[config.mk]
export PLATFORM = sky130hd
export DESIGN_NAME = ex_mem_pipe_reg_flat
export DESIGN_NICKNAME = d
export VERILOG_FILES = /design/src/rtl/ex_mem_pkg.sv /design/src/rtl/ex_mem_pipe_reg_if.sv /design/src/rtl/ex_mem_slot.sv /design/src/rtl/ex_mem_pipe_reg.sv /design/src/flat_wrapper.sv
export SDC_FILE = /design/constraint.sdc
export NUM_CORES = 1
export LEC_CHECK = 0
export BUFFER_PORTS_ARGS = -buffer_cell sky130_fd_sc_hd__buf_4
export CAP_MARGIN = 20
export CORE_ASPECT_RATIO = 0.75
export CORE_MARGIN = 5
export CORE_UTILIZATION = 34
export DETAILED_ROUTE_END_ITERATION = 8
export GPL_TIMING_DRIVEN = 0
export PLACE_DENSITY = 0.67
export SLEW_MARGIN = 10
export SYNTH_ARGS = -nofsm -noshare
export SYNTH_HDL_FRONTEND = slang
export SYNTH_SLANG_ARGS = --single-unit
[constraint.sdc]
create_clock -name Clk -period 0.8 [get_ports Clk]
set_clock_uncertainty 0.05 [all_clocks]
set_input_delay 0.04 -clock Clk [delete_from_list [all_inputs] [get_ports Clk]]
set_output_delay 0.04 -clock Clk [all_outputs]
set_load 0.01 [all_outputs]
[src/rtl/ex_mem_pkg.sv]
// Shared types and constants for the EX/MEM pipeline register.
package ex_mem_pkg;

    localparam int DEF_DATA_W     = 32;
    localparam int DEF_REG_ADDR_W = 5;
    localparam int STAGES_MIN     = 1;
    localparam int STAGES_MAX     = 4;

    typedef struct packed {
        logic wb_rw;
        logic wb_mtoreg;
        logic m_branch;
        logic m_mem_read;
        logic m_mem_write;
    } ctrl_t;

    // An invalid entry must never carry live control bits downstream.
    function automatic ctrl_t gate_ctrl(ctrl_t c, logic v);
        return v ? c : '0;
    endfunction

endpackage

[src/rtl/ex_mem_pipe_reg_if.sv]
// EX/MEM bus: EX-side inputs, registered MEM-side outputs and perf counters.
interface ex_mem_pipe_reg_if #(
    parameter int DATA_W     = 32,
    parameter int REG_ADDR_W = 5,
    parameter int COUNT_W    = 16
);
    logic                  Stall, Flush, InValid;
    logic                  WBrw, WBmtoreg, MBranch, MMemRead, MMemWrite;
    logic [DATA_W-1:0]     AddResult, ALUResult, ReadData2;
    logic                  Zero;
    logic [REG_ADDR_W-1:0] ExtoMemWB;

    logic                  OutValid, OutWBrw, OutWBmtoreg, OutBranch;
    logic                  OutMemRead, OutMemWrite, OutZero, OutPCSrc;
    logic [DATA_W-1:0]     OutAddResult, OutALUResult, OutReadData2;
    logic [REG_ADDR_W-1:0] OutExtoMemWB;
    logic [COUNT_W-1:0]    StallCount, BubbleCount;

    modport master (
        output Stall, Flush, InValid, WBrw, WBmtoreg, MBranch, MMemRead, MMemWrite,
               AddResult, Zero, ALUResult, ReadData2, ExtoMemWB,
        input  OutValid, OutWBrw, OutWBmtoreg, OutBranch, OutMemRead, OutMemWrite,
               OutZero, OutPCSrc, OutAddResult, OutALUResult, OutReadData2,
               OutExtoMemWB, StallCount, BubbleCount
    );

    modport slave (
        input  Stall, Flush, InValid, WBrw, WBmtoreg, MBranch, MMemRead, MMemWrite,
               AddResult, Zero, ALUResult, ReadData2, ExtoMemWB,
        output OutValid, OutWBrw, OutWBmtoreg, OutBranch, OutMemRead, OutMemWrite,
               OutZero, OutPCSrc, OutAddResult, OutALUResult, OutReadData2,
               OutExtoMemWB, StallCount, BubbleCount
    );
endinterface

[src/rtl/ex_mem_slot.sv]
// One EX/MEM slot: flush clears valid/control, stall holds, otherwise load.
module ex_mem_slot
    import ex_mem_pkg::*;
#(
    parameter int DATA_W     = DEF_DATA_W,
    parameter int REG_ADDR_W = DEF_REG_ADDR_W
) (
    input  logic                  clk,
    input  logic                  rst_n,
    input  logic                  stall,
    input  logic                  flush,
    input  logic                  in_valid,
    input  ctrl_t                 in_ctrl,
    input  logic                  in_zero,
    input  logic [DATA_W-1:0]     in_add,
    input  logic [DATA_W-1:0]     in_alu,
    input  logic [DATA_W-1:0]     in_rd2,
    input  logic [REG_ADDR_W-1:0] in_rd,
    output logic                  out_valid,
    output ctrl_t                 out_ctrl,
    output logic                  out_zero,
    output logic [DATA_W-1:0]     out_add,
    output logic [DATA_W-1:0]     out_alu,
    output logic [DATA_W-1:0]     out_rd2,
    output logic [REG_ADDR_W-1:0] out_rd
);

    logic                  valid_q, valid_d;
    ctrl_t                 ctrl_q, ctrl_d;
    logic                  zero_q, zero_d;
    logic [DATA_W-1:0]     add_q, add_d, alu_q, alu_d, rd2_q, rd2_d;
    logic [REG_ADDR_W-1:0] rd_q, rd_d;

    always_comb begin
        valid_d = valid_q;
        ctrl_d  = ctrl_q;
        zero_d  = zero_q;
        add_d   = add_q;
        alu_d   = alu_q;
        rd2_d   = rd2_q;
        rd_d    = rd_q;
        if (flush) begin
            // Bubble: data fields are left alone, only valid/control die.
            valid_d = 1'b0;
            ctrl_d  = '0;
        end else if (!stall) begin
            valid_d = in_valid;
            ctrl_d  = gate_ctrl(in_ctrl, in_valid);
            zero_d  = in_zero;
            add_d   = in_add;
            alu_d   = in_alu;
            rd2_d   = in_rd2;
            rd_d    = in_rd;
        end
    end

    always_ff @(posedge clk or negedge rst_n) begin
        if (!rst_n) begin
            valid_q <= 1'b0;
            ctrl_q  <= '0;
            zero_q  <= 1'b0;
            add_q   <= '0;
            alu_q   <= '0;
            rd2_q   <= '0;
            rd_q    <= '0;
        end else begin
            valid_q <= valid_d;
            ctrl_q  <= ctrl_d;
            zero_q  <= zero_d;
            add_q   <= add_d;
            alu_q   <= alu_d;
            rd2_q   <= rd2_d;
            rd_q    <= rd_d;
        end
    end

    assign out_valid = valid_q;
    assign out_ctrl  = ctrl_q;
    assign out_zero  = zero_q;
    assign out_add   = add_q;
    assign out_alu   = alu_q;
    assign out_rd2   = rd2_q;
    assign out_rd    = rd_q;

endmodule

[src/rtl/ex_mem_pipe_reg.sv]
// EX/MEM pipeline register: STAGES-deep slot chain, branch resolve, counters.
// Optional perf counters are built when EX_MEM_PERF_EN is defined.
module ex_mem_pipe_reg
    import ex_mem_pkg::*;
#(
    parameter int DATA_W     = DEF_DATA_W,
    parameter int REG_ADDR_W = DEF_REG_ADDR_W,
    parameter int STAGES     = 1,
    parameter int COUNT_W    = 16
) (
    input logic             Clk,
    input logic             Rst_n,
    ex_mem_pipe_reg_if.slave bus
);

    if (STAGES < STAGES_MIN || STAGES > STAGES_MAX) begin : g_bad_stages
        $error("ex_mem_pipe_reg: STAGES must be within 1..4");
    end

    // Index 0 is the EX-side input, index k+1 is the output of slot k.
    logic [STAGES:0]                 vld, zero;
    ctrl_t [STAGES:0]                ctl;
    logic [STAGES:0][DATA_W-1:0]     add, alu, rd2;
    logic [STAGES:0][REG_ADDR_W-1:0] rd;

    assign vld[0]  = bus.InValid;
    assign ctl[0]  = '{wb_rw: bus.WBrw, wb_mtoreg: bus.WBmtoreg, m_branch: bus.MBranch,
                       m_mem_read: bus.MMemRead, m_mem_write: bus.MMemWrite};
    assign zero[0] = bus.Zero;
    assign add[0]  = bus.AddResult;
    assign alu[0]  = bus.ALUResult;
    assign rd2[0]  = bus.ReadData2;
    assign rd[0]   = bus.ExtoMemWB;

    for (genvar k = 0; k < STAGES; k++) begin : g_slot
        ex_mem_slot #(.DATA_W(DATA_W), .REG_ADDR_W(REG_ADDR_W)) u_slot (
            .clk      (Clk),
            .rst_n    (Rst_n),
            .stall    (bus.Stall),
            .flush    (bus.Flush),
            .in_valid (vld[k]),
            .in_ctrl  (ctl[k]),
            .in_zero  (zero[k]),
            .in_add   (add[k]),
            .in_alu   (alu[k]),
            .in_rd2   (rd2[k]),
            .in_rd    (rd[k]),
            .out_valid(vld[k+1]),
            .out_ctrl (ctl[k+1]),
            .out_zero (zero[k+1]),
            .out_add  (add[k+1]),
            .out_alu  (alu[k+1]),
            .out_rd2  (rd2[k+1]),
            .out_rd   (rd[k+1])
        );
    end

    assign bus.OutValid     = vld[STAGES];
    assign bus.OutWBrw      = ctl[STAGES].wb_rw;
    assign bus.OutWBmtoreg  = ctl[STAGES].wb_mtoreg;
    assign bus.OutBranch    = ctl[STAGES].m_branch;
    assign bus.OutMemRead   = ctl[STAGES].m_mem_read;
    assign bus.OutMemWrite  = ctl[STAGES].m_mem_write;
    assign bus.OutZero      = zero[STAGES];
    assign bus.OutAddResult = add[STAGES];
    assign bus.OutALUResult = alu[STAGES];
    assign bus.OutReadData2 = rd2[STAGES];
    assign bus.OutExtoMemWB = rd[STAGES];
    assign bus.OutPCSrc     = vld[STAGES] & ctl[STAGES].m_branch & zero[STAGES];

`ifdef EX_MEM_PERF_EN
    localparam logic [COUNT_W-1:0] CNT_ONE = {{(COUNT_W-1){1'b0}}, 1'b1};

    logic [COUNT_W-1:0] stall_cnt_q, stall_cnt_d, bubble_cnt_q, bubble_cnt_d;
    logic               last_loads_bubble;

    // A held slot does not "load", so only flush or a shift of an invalid entry counts.
    assign last_loads_bubble = bus.Flush | (~bus.Stall & ~vld[STAGES-1]);

    always_comb begin
        stall_cnt_d  = stall_cnt_q;
        bubble_cnt_d = bubble_cnt_q;
        if (bus.Stall && !bus.Flush && stall_cnt_q != '1)
            stall_cnt_d = stall_cnt_q + CNT_ONE;
        if (last_loads_bubble && bubble_cnt_q != '1)
            bubble_cnt_d = bubble_cnt_q + CNT_ONE;
    end

    always_ff @(posedge Clk or negedge Rst_n) begin
        if (!Rst_n) begin
            stall_cnt_q  <= '0;
            bubble_cnt_q <= '0;
        end else begin
            stall_cnt_q  <= stall_cnt_d;
            bubble_cnt_q <= bubble_cnt_d;
        end
    end

    assign bus.StallCount  = stall_cnt_q;
    assign bus.BubbleCount = bubble_cnt_q;
`else
    assign bus.StallCount  = '0;
    assign bus.BubbleCount = '0;
`endif

endmodule
[src/flat_wrapper.sv]
// flat-port wrapper written by rule: the top's interface ports become plain ports
module ex_mem_pipe_reg_flat import ex_mem_pkg::*;
#(
    parameter int DATA_W     = DEF_DATA_W,
    parameter int REG_ADDR_W = DEF_REG_ADDR_W,
    parameter int STAGES     = 1,
    parameter int COUNT_W    = 16
)
  (Clk, Rst_n, bus_Stall, bus_Flush, bus_InValid, bus_WBrw, bus_WBmtoreg, bus_MBranch, bus_MMemRead, bus_MMemWrite, bus_AddResult, bus_Zero, bus_ALUResult, bus_ReadData2, bus_ExtoMemWB, bus_OutValid, bus_OutWBrw, bus_OutWBmtoreg, bus_OutBranch, bus_OutMemRead, bus_OutMemWrite, bus_OutZero, bus_OutPCSrc, bus_OutAddResult, bus_OutALUResult, bus_OutReadData2, bus_OutExtoMemWB, bus_StallCount, bus_BubbleCount);
  ex_mem_pipe_reg_if #(.DATA_W(DATA_W), .REG_ADDR_W(REG_ADDR_W), .COUNT_W(COUNT_W)) bus_i ();
  input logic Clk;
  input logic Rst_n;
  input wire logic [$bits(bus_i.Stall)-1:0] bus_Stall;
  input wire logic [$bits(bus_i.Flush)-1:0] bus_Flush;
  input wire logic [$bits(bus_i.InValid)-1:0] bus_InValid;
  input wire logic [$bits(bus_i.WBrw)-1:0] bus_WBrw;
  input wire logic [$bits(bus_i.WBmtoreg)-1:0] bus_WBmtoreg;
  input wire logic [$bits(bus_i.MBranch)-1:0] bus_MBranch;
  input wire logic [$bits(bus_i.MMemRead)-1:0] bus_MMemRead;
  input wire logic [$bits(bus_i.MMemWrite)-1:0] bus_MMemWrite;
  input wire logic [$bits(bus_i.AddResult)-1:0] bus_AddResult;
  input wire logic [$bits(bus_i.Zero)-1:0] bus_Zero;
  input wire logic [$bits(bus_i.ALUResult)-1:0] bus_ALUResult;
  input wire logic [$bits(bus_i.ReadData2)-1:0] bus_ReadData2;
  input wire logic [$bits(bus_i.ExtoMemWB)-1:0] bus_ExtoMemWB;
  output wire logic [$bits(bus_i.OutValid)-1:0] bus_OutValid;
  output wire logic [$bits(bus_i.OutWBrw)-1:0] bus_OutWBrw;
  output wire logic [$bits(bus_i.OutWBmtoreg)-1:0] bus_OutWBmtoreg;
  output wire logic [$bits(bus_i.OutBranch)-1:0] bus_OutBranch;
  output wire logic [$bits(bus_i.OutMemRead)-1:0] bus_OutMemRead;
  output wire logic [$bits(bus_i.OutMemWrite)-1:0] bus_OutMemWrite;
  output wire logic [$bits(bus_i.OutZero)-1:0] bus_OutZero;
  output wire logic [$bits(bus_i.OutPCSrc)-1:0] bus_OutPCSrc;
  output wire logic [$bits(bus_i.OutAddResult)-1:0] bus_OutAddResult;
  output wire logic [$bits(bus_i.OutALUResult)-1:0] bus_OutALUResult;
  output wire logic [$bits(bus_i.OutReadData2)-1:0] bus_OutReadData2;
  output wire logic [$bits(bus_i.OutExtoMemWB)-1:0] bus_OutExtoMemWB;
  output wire logic [$bits(bus_i.StallCount)-1:0] bus_StallCount;
  output wire logic [$bits(bus_i.BubbleCount)-1:0] bus_BubbleCount;
  assign bus_i.Stall = bus_Stall;
  assign bus_i.Flush = bus_Flush;
  assign bus_i.InValid = bus_InValid;
  assign bus_i.WBrw = bus_WBrw;
  assign bus_i.WBmtoreg = bus_WBmtoreg;
  assign bus_i.MBranch = bus_MBranch;
  assign bus_i.MMemRead = bus_MMemRead;
  assign bus_i.MMemWrite = bus_MMemWrite;
  assign bus_i.AddResult = bus_AddResult;
  assign bus_i.Zero = bus_Zero;
  assign bus_i.ALUResult = bus_ALUResult;
  assign bus_i.ReadData2 = bus_ReadData2;
  assign bus_i.ExtoMemWB = bus_ExtoMemWB;
  assign bus_OutValid = bus_i.OutValid;
  assign bus_OutWBrw = bus_i.OutWBrw;
  assign bus_OutWBmtoreg = bus_i.OutWBmtoreg;
  assign bus_OutBranch = bus_i.OutBranch;
  assign bus_OutMemRead = bus_i.OutMemRead;
  assign bus_OutMemWrite = bus_i.OutMemWrite;
  assign bus_OutZero = bus_i.OutZero;
  assign bus_OutPCSrc = bus_i.OutPCSrc;
  assign bus_OutAddResult = bus_i.OutAddResult;
  assign bus_OutALUResult = bus_i.OutALUResult;
  assign bus_OutReadData2 = bus_i.OutReadData2;
  assign bus_OutExtoMemWB = bus_i.OutExtoMemWB;
  assign bus_StallCount = bus_i.StallCount;
  assign bus_BubbleCount = bus_i.BubbleCount;
  ex_mem_pipe_reg #(.DATA_W(DATA_W), .REG_ADDR_W(REG_ADDR_W), .STAGES(STAGES), .COUNT_W(COUNT_W)) u_core (.Clk(Clk), .Rst_n(Rst_n), .bus(bus_i));
endmodule
Yosys cells after proc, flatten, opt, wreduce, memory -nomap -nowiden
Index checks and enable logic that the tools add are counted.

operators by class
  muxes and demuxes = 5
  bitwise logic cells = 4
  reductions and logical operators = 1
  equality and inequality tests = 1

operators by type and width
  cell                                                   number
  2-to-1 mux 5 bit                                       3
  bitwise AND 1 bit                                      2
  2-to-1 mux 1 bit                                       2
  inequality test 2 x 1 -> 1 bit, second input constant  1
  NOT 1 bit                                              2
  AND reduction 2 bit                                    1

storage, ports and cells
  output and inout bits = 141
  bits in registers = 108
  word-level logic and storage cells = 22
  input bits = 112

Longest topological paths before layout
Gate-level depths: netlist (run 1).

  word-level depth = 3
  depth in mapped cells = 5
  depth with buffers taken out = 2

Modules after synthesis
Synthesis (run 1) repeated with hierarchy kept, for this count alone.

unflattened totals
  cells, all modules = 274
  area, all modules = 4615.7 um^2

modules (own cells, without submodules)
  module           instances  area an instance (um^2)  seq. area each (um^2)  cells an instance
  ex_mem_slot      1          4365.4                   2702.6                 240
  ex_mem_pipe_reg  1          250.2                    0.0                    34

Worst setup path before layout (run 1)
OpenSTA, ideal clock, no wires.

  kind = input -> register
  start = input port bus_Stall
  end = register u_core.g_slot[0].u_slot.add_q[0]
  setup slack = -300 ps
  stages = 5
  data arrival time = 925 ps
  buffers on the path = 3
  library setup time = 125 ps
  required time = 625 ps
  path through = buf_2 nor2_4 buf_6 buf_6 mux2_4

on the way
  longest elaborated chain between the ends = 2

ends and longest elaborated chain
  item                                  line                source
  from (decl)                           flat_wrapper.sv:13  input wire logic [$bits(bus_i.Stall)-1:0] bus_Stall;
  NOT 1 bit (no source line)            -
  AND reduction 2 bit (no source line)  -
  to (signal assigned)                  ex_mem_slot.sv:62   add_q <= '0;
  to (signal assigned)                  ex_mem_slot.sv:70   add_q <= add_d;
  to (decl)                             ex_mem_slot.sv:31   logic [DATA_W-1:0] add_q, add_d, alu_q, alu_d, rd2_q, rd2_d;

Every way passes these cells.
A chain may end at the register's enable or synchronous reset.

Worst setup path after layout (run 1)
  start = register u_core.g_slot[0].u_slot.valid_q
  end = output port bus_OutPCSrc

on the way
  longest elaborated chain between the ends = 2

ends and longest elaborated chain
  item                            line                   source
  from (decl)                     ex_mem_slot.sv:28      logic valid_q, valid_d;
  from (signal assigned)          ex_mem_slot.sv:67      valid_q <= valid_d;
  bitwise AND 1 bit (2 in a row)  ex_mem_pipe_reg.sv:69  assign bus.OutPCSrc = vld[STAGES] & ctl[STAGES].m_branch & zero[STAGES];
  to (decl)                       flat_wrapper.sv:33     output wire logic [$bits(bus_i.OutPCSrc)-1:0] bus_OutPCSrc;

Every way passes these cells.

==> impl_metrics.csv, run 1 <==
group,metric,value,unit
outcome,status,"finished, violations left",
outcome,violations,"negative hold slack, negative setup slack",
critical_path,cp-start-kind,"flop",
clock_network,clkLatencyLatePin,0.34,ns
clock_network,ctsLongestPathBuffers,2,
layout,nets,813,
yosys,ys_seq_area_share,59.8,%
global_routing,grt_pass1_vias,4275,
layout,multi_input_area,1630,sq um
global_routing,antenna_found_initial,0,
placement,routabilityCongestion,0.810,
sta,fin_crit,1.13,ns
sta,slew_violations,0,
detailed_routing,drt-total-wl,15500,um
detailed_routing,top_layer_used,"met4",
detailed_routing,drt-pass1-iter-count,5,
layout,stdcell_area,9050,sq um
pwr,clkPwrFrac,24.7,%
yosys,ys_types,16,
detailed_routing,num_vias,3810,
die,initial_core_util,34.7,%
critical_path,crit_path_max_fanout,2,
pwr,peakVddDrop,1.43,mV
die,core-area,13000,sq um
detailed_routing,wl_met1,5650,um
clock_network,cts_root_buffer,"clkbuf_16",
detailed_routing,wire_per_inst,17.7,um
global_routing,grt_usage,18.8,%
sta,fmax,884,MHz
detailed_routing,via_per_inst,4.34,
placement,io_buffers,219,
detailed_routing,drt_first_iter_violations,115,
pwr,sw_frac_of_total,26.5,%
layout,mostFrequentLayoutCells,"buf_4 (161), buf_6 (147), dlygate4sd3_1 (109)",
global_routing,overflow,0,
layout,final_common_cell,"buf_4",
pwr,p_per_area,1820,nW/um^2
pwr,switchingPower,4390,uW
critical_path,ff2ff_setup_slack,-0.18,ns
clock_network,cts-buffers-inserted,9,
yosys,synthCells,271,
detailed_routing,wl_met2,8080,um
pwr,p_comb_share,33.6,%
clock_network,cts.sinks,108,
pwr,total_power,16500,uW
critical_path,crit_path_end_kind,"output pin",
clock_network,h-tree-depth,3,
pwr,internal_power,12100,uW
critical_path,worstReg2RegStart,"u_core.g_slot[0].u_slot.out_add[15]",
detailed_routing,drc,0,
detailed_routing,wl_met3,1490,um
die,pin_count,253,
layout,nFillCells,809,
pwr,cellLeakagePower,0.00445,uW
hold_path,hold_class,"in -> async",
sta,fin_tns_setup,-26.62,ns
critical_path,cp.required,0.71,ns
detailed_routing,drtAntennaViolNets,0,
critical_path,arrival,1.04,ns
critical_path,rr_endpoint,"u_core.g_slot[0].u_slot.out_add[15]",
die,fp.dieArea,15700,sq um
die,fp.dieH,110,um
die,rows,36,
layout,diodes,0,
run,cap_violations,0,
layout,final_cells,877,
placement,dpl_worst_slack,-0.446,ns
layout,ff_latch_area,2700,sq um
sta,setup_ws,-0.331,ns
global_routing,grt_max_degree,109,
global_routing,grt_pass1_wl,22700,um
clock_network,cts_tree,"yes",
yosys,ys_ff_latch,108,
sta,hold_violations,83,
clock_network,cts_hold_buf,110,
critical_path,reg2reg_depth,2,
sta,rsz0062_at_grt,"true",
placement,post_dp_cell_area,6540,sq um
die,die_x,143,um
placement,place_inst,692,
layout,drive_above_1_share,62.5,%
sta,holdWs,-0.431,ns
yosys,syn_area,4520,sq um
sta,setup_viol,215,
layout,area_delta_synth_final,100,%
sta,fin_crit_sh,141,%
clock_network,clk_pin_slew_worst_paths,0.07,ns
yosys,synth_warnings,0,
placement,dp_hpwl,8670,um
pwr,p_seq_share,41.8,%
critical_path,crit_type,"reg -> out",
yosys,avgSynthCellArea,16.7,sq um
==> worst max-delay path by stage <==
stage / from / to / slack (ns) / cells after the start
after global routing: u_core.g_slot[0].u_slot.out_ctrl[2] / bus_OutPCSrc / -0.38 / 2
after floorplan: bus_Stall / u_core.g_slot[0].u_slot.out_add[0] / -0.27 / 5
final: u_core.g_slot[0].u_slot.out_valid / bus_OutPCSrc / -0.33 / 2
after CTS: u_core.g_slot[0].u_slot.out_valid / bus_OutPCSrc / -0.36 / 2
after detailed placement: bus_Flush / u_core.g_slot[0].u_slot.out_rd2[31] / -0.45 / 4
after global placement: Rst_n / u_core.g_slot[0].u_slot.out_alu[31] / -0.52 / 1
==> area by class of cell <==
class	count	share of cell area (%)
multi-input cells	150	18.0
well taps	171	2.36
clock buffers	12	2.61
plain buffers	44	4.70
clock inverters	4	0.290
flip-flops and latches	108	29.8
repair buffers	388	42.2
==> worst max-delay path, cell delays in order, from the launching register on <==
cell     delay [ns]
dfrtp_1        0.39
and3_4         0.18
buf_6          0.11
==> per-layer routing <==
| metal | track usage (%) | up-vias |
|---|---|---|
| met3 | 8.04 | 33 |
| li1 | - | 1728 |
| met1 | 19.8 | 1868 |
| met2 | 34.4 | 181 |
| met5 | 0 | - |
| met4 | 5.83 | 0 |
==> synthesized netlist by cell type <==
library cell	n	area (sq um)
dfrtp_1	108	2700
mux2_4	58	871
mux2_2	44	495
buf_4	32	240
buf_6	7	78.8
buf_2	5	25.0
a21oi_1	3	15.0
nand2_1	3	11.3
nand3b_1	3	22.5
a32o_1	2	20.0
and3_1	1	6.26
conb_1	1	3.75
mux2i_1	1	10.0
nor2_1	1	3.75
nor2_4	1	11.3
nor2b_1	1	6.26
==> power groups by stage <==
stage | sequential, uW | clock (uW) | combinational (uW)
after global placement | 6740 | 0 | 3710
after CTS | 6810 | 4200 | 5180
after detailed placement | 6760 | 0 | 3760
after floorplan | 7100 | 0 | 1370
final | 6900 | 4070 | 5550
after global routing | 6990 | 4430 | 5860
==> kinds of logic after synthesis <==
| family | after synthesis | synth area share, % |
|---|---|---|
| AO/OA/AOI/OAI | 5 | 0.774 |
| flip-flops | 108 | 59.8 |
| other | 1 | 0.0829 |
| buffers and inverters | 44 | 7.61 |
| AND/OR/NAND/NOR | 10 | 1.36 |
| multiplexers | 103 | 30.4 |
==> stage by stage <==
stage | util (%) | hold WS, ns
floorplan | - | -0.306
finish | 69.6 | -0.431
global route | 69.6 | -0.408
CTS | 67.4 | -0.171
global placement | 50.2 | 0.210
detailed placement | 50.2 | 0.207
==> sequential cells by signal, summed over array words and instances, names as in the netlist <==
signal and cells:
u_core.g_slot.u_slot.out_rd2 32, u_core.g_slot.u_slot.out_rd 5, u_core.g_slot.u_slot.out_ctrl 5, u_core.g_slot.u_slot.out_valid 1, u_core.g_slot.u_slot.out_add 32, u_core.g_slot.u_slot.out_alu 32, u_core.g_slot.u_slot.out_zero 1
==> timing repair <==
item	4_1_cts	5_1_grt
resized for setup	136	40
pin swaps	3	2
setup endpoints to repair	208	216
buffers inserted	42	14
hold endpoints to repair	216	47
cloned	2	0
(Power assumes the default switching activity.)
==> run 2: changes to the inputs <==
--- a/config.mk
+++ b/config.mk
@@ -9,10 +9,10 @@
 export CAP_MARGIN = 20
 export CORE_ASPECT_RATIO = 0.75
 export CORE_MARGIN = 5
-export CORE_UTILIZATION = 34
+export CORE_UTILIZATION = 40
 export DETAILED_ROUTE_END_ITERATION = 8
 export GPL_TIMING_DRIVEN = 0
-export PLACE_DENSITY = 0.67
+export PLACE_DENSITY_LB_ADDON = 0.3
 export SLEW_MARGIN = 10
 export SYNTH_ARGS = -nofsm -noshare
 export SYNTH_HDL_FRONTEND = slang
==> impl_metrics.csv, run 2 (synthesis results as in run 1) <==
group,metric,value,unit
detailed_routing,wl_met3,1290,um
layout,area_delta_synth_final,106,%
clock_network,cts_root_buffer,"clkbuf_16",
clock_network,ctsLongestPathBuffers,2,
detailed_routing,num_vias,3916,
die,rows,33,
critical_path,crit_path_max_fanout,2,
detailed_routing,drc,0,
critical_path,crit_start,"u_core.g_slot[0].u_slot.out_zero",
clock_network,h-tree-depth,3,
detailed_routing,drt_first_iter_violations,80,
clock_network,clk_pin_slew_worst_paths,0.07,ns
detailed_routing,drt-pass1-iter-count,4,
layout,nFillCells,476,
detailed_routing,wl_met2,9300,um
sta,fmax,879,MHz
critical_path,worst-path-stages,2,
sta,holdWs,-0.402,ns
critical_path,crit_chain,"and3_4 -> buf_6",
critical_path,endpoint,"bus_OutPCSrc",
critical_path,crit_buf_inv,1,
detailed_routing,via_per_inst,4.57,
layout,mostFrequentLayoutCells,"buf_4 (160), buf_6 (150), dlygate4sd3_1 (108), dfrtp_1 (108), mux2_4 (74)",
clock_network,cts_tree,"yes",
critical_path,reg2reg_depth,3,
die,die_x,133,um
detailed_routing,drtAntennaViolNets,0,
global_routing,grt_pass1_wl,24800,um
layout,final_common_cell,"buf_4",
sta,fin_crit_sh,142,%
sta,relSlewSlack,64.4,%
critical_path,arrival,1.05,ns
detailed_routing,wire_per_inst,20.6,um
critical_path,ff2ff_setup_slack,-0.25,ns
placement,io_buffers,219,
die,core-area,11000,sq um
global_routing,antenna_found_initial,1,
pwr,peakVddDrop,1.30,mV
critical_path,cp-start-kind,"flop",
sta,hold_violations,55,
sta,slew_violations,0,
outcome,status,"finished, violations left",
run,cap_violations,0,
critical_path,slowest_delay,0.40,ns
hold_path,hold_class,"in -> async",
critical_path,rr_endpoint,"u_core.g_slot[0].u_slot.out_zero",
global_routing,grt_usage,23.8,%
pwr,p_per_area,1890,nW/um^2
placement,dp_hpwl,8930,um
clock_network,cts-buffers-inserted,9,
critical_path,cp_slowest_cell,"dfrtp_1",
global_routing,overflow,0,
critical_path,worstReg2RegStart,"u_core.g_slot[0].u_slot.out_zero",
sta,setup_ws,-0.338,ns
global_routing,grt_pass1_vias,4422,
die,fp.dieH,102,um
layout,final_cells,857,
clock_network,cts.sinks,108,
critical_path,crit_path_end_kind,"output pin",
clock_network,clkLatencyLatePin,0.34,ns
sta,fin_crit,1.14,ns
layout,nets,822,
placement,place_inst,661,
global_routing,grt_max_degree,109,
sta,rsz0062_at_grt,"true",
layout,drive_above_1_share,63.1,%
die,initial_core_util,41.2,%
placement,routabilityCongestion,0.737,
detailed_routing,drt-total-wl,17600,um
critical_path,cp_top_family,"flip-flops",
sta,setup_viol,216,
die,pin_count,253,
detailed_routing,wl_met1,6780,um
critical_path,cp.required,0.71,ns
outcome,violations,"negative hold slack, negative setup slack",
pwr,cellLeakagePower,0.00461,uW
detailed_routing,top_layer_used,"met4",
critical_path,crit_type,"reg -> out",
sta,tightest_slew,0.533,ns
die,fp.dieArea,13600,sq um
[run 2: cell count changes in the layout (fill, tap and decap cells not counted), sizes merged]
cell	change
bufinv	+2
dlymetal6s4s	+1
buf	+9
diode	+2
clkbuf	-1
clkinv	-1
dlygate4sd3	-1
[run 2: area by class of cell]
class | count | area, sq um | share of cell area [%]
Timing Repair Buffer | 398 | 4030 | 43.2
Sequential cell | 108 | 2700 | 29.0
Multi-Input combinational cell | 150 | 1660 | 17.8
Buffer | 43 | 429 | 4.60
Clock buffer | 11 | 243 | 2.60
Tap cell | 140 | 175 | 1.88
Clock inverter | 5 | 85.1 | 0.912
Antenna cell | 2 | 5.00 | 0.0536
[run 2: report_power, final]
group,total [uW],internal (uW),switching (uW)
Sequential,6950,6240,714
Clock,4850,2840,2010
Combinational,5840,3930,1910
[run 2: repair_timing]
| action | 4_1_cts | 5_1_grt |
|---|---|---|
| cloned | 7 | 0 |
| hold endpoints to repair | 216 | 59 |
| setup buffers | 45 | 17 |
| pin swaps | 3 | 2 |
| endpoints found under the setup margin | 201 | 217 |
| hold buffers | 110 | 1 |
| gates resized for setup | 140 | 48 |
[run 2: worst min-delay path by stage]
stage / start / cells past startpoint / end / slack (ns)
after global placement: bus_Flush / 2 / u_core.g_slot[0].u_slot.out_ctrl[2] / 0.21
after detailed placement: Rst_n / 1 / u_core.g_slot[0].u_slot.out_alu[16] / 0.19
after CTS: Rst_n / 1 / u_core.g_slot[0].u_slot.out_alu[16] / -0.19
final: Rst_n / 1 / u_core.g_slot[0].u_slot.out_add[11] / -0.40
after global routing: Rst_n / 1 / u_core.g_slot[0].u_slot.out_add[11] / -0.38
after floorplan: Rst_n / 0 / u_core.g_slot[0].u_slot.out_add[0] / -0.31
[run 2: routing by layer]
metal  track usage [%]  vias to the layer above
met1              26.7                     1979
met5                 0                        -
met4              6.47                        0
li1                  -                     1749
met3              8.96                       22
met2              43.0                      166
[run 2: per-stage QoR]
step	util, %	worst slack, ns	power [uW]	area (sq um)	TNS, ns
CTS	82.1	-0.341	17100	9020	-25.91
floorplan	-	-0.274	8460	4680	-25.54
finish	85.0	-0.338	17600	9330	-28.02
detailed placement	59.2	-0.437	10500	6500	-55.79
global route	84.9	-0.377	18300	9330	-33.04
global placement	59.1	-0.494	10400	6490	-92.16
